**src/rtl/ctrl_sequencer.sv**
```systemverilog
// ctrl_sequencer: fetch / operand / execute control FSM for the 8-bit
// accumulator datapath. Only the state register is sequential; every
// control output is decoded from the state, the IR opcode and the ACC
// zero flag.
// Optional build macro: CTRL_SINGLE_STEP_EN adds the 'step' input and
// gates each fetch on a step pulse.
module ctrl_sequencer #(
   parameter int N = 8
) (
   input  logic       clk,
   input  logic       rst,
   input  logic       start,
   input  logic [4:0] opcode,
   input  logic       zero,
`ifdef CTRL_SINGLE_STEP_EN
   input  logic       step,
`endif
   output logic       sclr,
   output logic       pc_out,
   output logic       pc_inc,
   output logic       pc_load,
   output logic       mar_en,
   output logic       ir_en,
   output logic       mem_rd,
   output logic       mem_wr,
   output logic       acc_en,
   output logic       acc_out,
   output logic [1:0] alu_op,
   output logic       busy,
   output logic       halted,
   output logic       illegal
);

   // The bus width only matters to the datapath; it must hold BUS[7:3].
   if (N < 8) begin : g_bus_too_narrow
   end

   typedef enum logic [4:0] {
      OP_NOP = 5'b00000,
      OP_LDA = 5'b00001,
      OP_STA = 5'b00010,
      OP_ADD = 5'b00011,
      OP_SUB = 5'b00100,
      OP_JMP = 5'b00101,
      OP_JZ  = 5'b00110,
      OP_HLT = 5'b11111
   } opcode_t;

   typedef enum logic [3:0] {
      S_IDLE,
      S_CLEAR,
      S_F0,
`ifdef CTRL_SINGLE_STEP_EN
      S_F0GO,
`endif
      S_F1,
      S_DEC,
      S_OPR,
      S_EXE,
      S_HALT
   } state_t;

   state_t state_q, state_d;

   // State register; reset abandons any instruction in flight.
   always_ff @(posedge clk or negedge rst) begin
      if (!rst) state_q <= S_IDLE;
      else      state_q <= state_d;
   end

   // Next-state and control-word decode.
   always_comb begin
      state_d = state_q;
      sclr    = 1'b0;
      pc_out  = 1'b0;
      pc_inc  = 1'b0;
      pc_load = 1'b0;
      mar_en  = 1'b0;
      ir_en   = 1'b0;
      mem_rd  = 1'b0;
      mem_wr  = 1'b0;
      acc_en  = 1'b0;
      acc_out = 1'b0;
      alu_op  = 2'b00;
      illegal = 1'b0;
      halted  = 1'b0;
      busy    = (state_q != S_IDLE) && (state_q != S_HALT);
      unique case (state_q)
         S_IDLE: if (start) state_d = S_CLEAR;
         S_CLEAR: begin
            sclr    = 1'b1;
            state_d = S_F0;
         end
`ifdef CTRL_SINGLE_STEP_EN
         // F0 waits quietly for a step; the address phase runs in F0GO.
         S_F0: if (step) state_d = S_F0GO;
         S_F0GO: begin
            pc_out  = 1'b1;
            mar_en  = 1'b1;
            state_d = S_F1;
         end
`else
         S_F0: begin
            pc_out  = 1'b1;
            mar_en  = 1'b1;
            state_d = S_F1;
         end
`endif
         S_F1: begin
            mem_rd  = 1'b1;
            ir_en   = 1'b1;
            pc_inc  = 1'b1;
            state_d = S_DEC;
         end
         S_DEC: begin
            unique case (opcode)
               OP_NOP: state_d = S_F0;
               OP_HLT: state_d = S_HALT;
               OP_LDA, OP_STA, OP_ADD, OP_SUB, OP_JMP, OP_JZ: begin
                  pc_out  = 1'b1;
                  mar_en  = 1'b1;
                  state_d = S_OPR;
               end
               default: begin
                  illegal = 1'b1;
                  state_d = S_F0;
               end
            endcase
         end
         S_OPR: begin
            state_d = S_F0;
            if (opcode == OP_JMP || (opcode == OP_JZ && zero)) begin
               mem_rd  = 1'b1;
               pc_load = 1'b1;
            end else if (opcode == OP_JZ) begin
               pc_inc = 1'b1;
            end else begin
               mem_rd  = 1'b1;
               mar_en  = 1'b1;
               pc_inc  = 1'b1;
               state_d = S_EXE;
            end
         end
         S_EXE: begin
            state_d = S_F0;
            unique case (opcode)
               OP_LDA: begin
                  mem_rd = 1'b1;
                  acc_en = 1'b1;
                  alu_op = 2'b00;
               end
               OP_STA: begin
                  acc_out = 1'b1;
                  mem_wr  = 1'b1;
               end
               OP_ADD: begin
                  mem_rd = 1'b1;
                  acc_en = 1'b1;
                  alu_op = 2'b01;
               end
               OP_SUB: begin
                  mem_rd = 1'b1;
                  acc_en = 1'b1;
                  alu_op = 2'b10;
               end
               default: ;
            endcase
         end
         S_HALT: begin
            halted = 1'b1;
            if (start) state_d = S_CLEAR;
         end
         default: state_d = S_IDLE;
      endcase
   end

endmodule

```
**config.mk**
```make
export PLATFORM = sky130hd
export DESIGN_NAME = ctrl_sequencer
export DESIGN_NICKNAME = d
export VERILOG_FILES = /design/src/rtl/ctrl_sequencer.sv
export SDC_FILE = /design/constraint.sdc
export NUM_CORES = 1
export LEC_CHECK = 0
export ABC_AREA = 0
export ABC_CLOCK_PERIOD_IN_PS = 2600
export BUFFER_PORTS_ARGS = -buffer_cell sky130_fd_sc_hd__buf_2
export CORE_AREA = 8 8 45 47
export DETAILED_ROUTE_END_ITERATION = 10
export DIE_AREA = 0 0 53 55
export REMOVE_ABC_BUFFERS = 1
export SLEW_MARGIN = 20
export SYNTH_ARGS = -nofsm -noshare
export SYNTH_HDL_FRONTEND = slang
export SYNTH_SLANG_ARGS = --single-unit
```
**constraint.sdc**
```tcl
create_clock -name clk -period 2.6 [get_ports clk]
set_clock_uncertainty 0.1 [all_clocks]
set_input_delay 0.39 -clock clk [delete_from_list [all_inputs] [get_ports clk]]
set_output_delay 0.39 -clock clk [all_outputs]
set_load 0.01 [all_outputs]
```
==> impl_metrics.yaml <==
outcome:
  status: "finished clean"
worst_setup_path:
  critPathKind: "flop to output port"
  max_stage_delay_ns: 0.53
  path_cells: "inv_1, nand4_1, nor2_1, or3_1, buf_2"
  endpoint_kind: "output port"
  worstPathMaxFanout: 12
  r2r_cells: 4
  worstPathArrival_ns: 1.75
  crit_required_ns: 2.11
  cp_top_family: "simple AND/OR/NAND/NOR gates"
  cp-start-kind: "flop"
  slowest_stage: "dfrtp_1"
  cp.buffers_inverters: 2
  r2r_slack_ns: 1.20
  r2r-start: "state_q[2]"
  r2r_end: "state_q[0]"
placement:
  dp_cells: 98
  portBuffers: 23
  dp_hpwl_um: 1000
  place_congestion: 0.759
  postPlaceCellArea_sq_um: 524
global_routing:
  grtUsageTotal_pct: 10.4
  grt_max_degree: 13
  grt_pass1_vias: 556
  antenna_found_initial: 0
  grt_pass1_wl_um: 2280
  grt_overflow: 0
floorplanning:
  die_h_um: 55
  dieArea_sq_um: 2920
  pin_count: 24
  initial_utilization_pct: 31.0
  die_width_um: 53
  core_area_sq_um: 1380
  num_rows: 14
timing:
  slew_violations: 0
  holdWs_ns: 0.328
  min_period_ns: 2.24
  hold_violations: 0
  worst_slew_pin_slew_ns: 0.335
  rsz0062_at_grt: "no"
  timing.final.crit_share_pct: 86.1
  timing.fmax_mhz: 447
  setup_violations: 0
  tns_ns: 0
  slew-limit-headroom_pct: 77.7
power:
  power_density_nw_per_um2: 893
  ir_drop_uv: 187
  leakage_nw: 0.285
synth:
  synth_area_leader_cell: "dfrtp_1"
  syn_area_per_cell_sq_um: 6.60
  ys_seq_area_share_pct: 17.5
  synth_top_area_share_pct: 17.5
  synth_area_sq_um: 429
  synth-seq-cells: 3
  synth_cell_type_count: 27
  ys_warn_count: 0
  synthTopCellsByArea: "dfrtp_1 17%, nor2_1 8.7%, nand4_1 5.8%, nor3_1 5.8%, a211oi_1 5.2%"
  synthCells: 65
cells_and_area:
  final_cell_mix: "23 x buf_2, 10 x nor2_1, 6 x nand2_1"
  stdcell_count: 103
  fin_util_pct: 40.5
  drive_gt1_share_pct: 31.0
  regMostFlops: "state_q"
  diodes: 0
  finish.instance_area_sq_um: 561
  final_common_cell: "buf_2"
  largest_reg_flops: 3
  nets: 97
  syn_to_final_growth_pct: 30.6
  reg_top3: "state_q x3"
drt:
  vias: 523
  drtAntennaViolNets: 0
  drtIter0Drc: 7
  dr.pass1.iters: 3
  wire_per_inst_um: 12.4
  vias_per_cell: 5.08
  drc: 0
  wl_um: 1280
clock_network:
  clock_path_buffers: 2
  htree_levels: 1
  cts_resized: 0
  cts_root_buf: "clkbuf_4"
  cts_setup_buffers: 0
  clk_pin_slew_worst_paths_ns: 0.03
  clock_sinks: 3
  cts_tree: "done"
  numCtsBuffers: 3
  clock_latency_ns: 0.24
worst_hold_path:
  hp-start: "start"
  hold_path_depth: 3
  whs_endpoint: "state_q[0]"
  hp-class: "input pin to flop"
flow_run:
  max-cap-violations: 0
[repair_timing]
item / in CTS / in global routing
hold endpoints to repair: 3 / 0
hold buffers: 1 / 0
setup endpoints to repair: 0 / 0
[how the worst max path moves through the flow]
stage / from / end / slack, ns / cells after the start
global placement: opcode[4] / mem_rd / 0.61 / 6
detailed placement: opcode[4] / acc_out / 0.60 / 5
global route: state_q[0] / mem_rd / 0.16 / 5
finish: state_q[0] / mem_rd / 0.36 / 5
floorplan: state_q[0] / acc_out / 0.55 / 3
CTS: state_q[0] / mem_rd / 0.35 / 5
[worst min-delay path, delay by kind of cell]
family	cells	cell delay (ns)
compound gates	2	0.13
buf+inv	1	0.10
[cell usage after synthesis]
| cell type | number |
|---|---|
| a21oi_1 | 2 |
| o21ai_0 | 4 |
| xor2_1 | 1 |
| mux2i_1 | 1 |
| nor2_1 | 10 |
| or2_1 | 1 |
| a31oi_1 | 1 |
| o22ai_1 | 2 |
| dfrtp_1 | 3 |
| nand2_1 | 6 |
| and3_1 | 3 |
| or3_1 | 1 |
| nand3b_1 | 2 |
| buf_2 | 3 |
| nor4b_2 | 1 |
| and2b_1 | 1 |
| inv_1 | 3 |
| clkbuf_1 | 1 |
| nor3_1 | 5 |
| nor4b_1 | 1 |
| nand4_1 | 4 |
| nand3_1 | 1 |
| buf_4 | 1 |
| clkbuf_8 | 1 |
| a211oi_1 | 3 |
| o21a_1 | 1 |
| nand2b_1 | 2 |
[power breakdown]
group          leakage [nW]  switching (W)  internal [W]  total (W)
clock network        0.0150      0.0000253     0.0000576  0.0000829
registers            0.0355      0.0000555     0.0000699   0.000125
logic                 0.234       0.000167      0.000125   0.000292
total                 0.285       0.000248      0.000252   0.000501
[final cells by class]
class / count / area [sq um]
Timing Repair Buffer: 24 / 125
Fill cell: 159 / 823
Multi-Input combinational cell: 53 / 303
Tap cell: 16 / 20.0
Sequential cell: 3 / 75.1
Inverter: 3 / 11.3
Clock buffer: 4 / 26.3
[kinds of logic after synthesis]
| logic type | Yosys count | share of synthesized area, % |
|---|---|---|
| simple gates | 38 | 47.8 |
| compound gates | 13 | 18.4 |
| buf+inv | 9 | 12.0 |
| flops | 3 | 17.5 |
| xor+xnor | 1 | 2.04 |
| mux | 1 | 2.33 |
[per-stage QoR]
step | total power [W] | setup WS (ns)
final | 0.000501 | 0.361
after global routing | 0.000574 | 0.161
after CTS | 0.000513 | 0.352
after detailed placement | 0.000424 | 0.596
after global placement | 0.000420 | 0.608
after floorplan | 0.000298 | 0.551
[layer usage]
layer	GRT usage [%]	wire length, um	up-vias
met2	17.8	626	16
met4	7.33	17	0
met3	3.74	97	2
met1	10.5	535	231
li1	-	-	274
met5	0	0	-
Power figures use the tool's default switching activity.
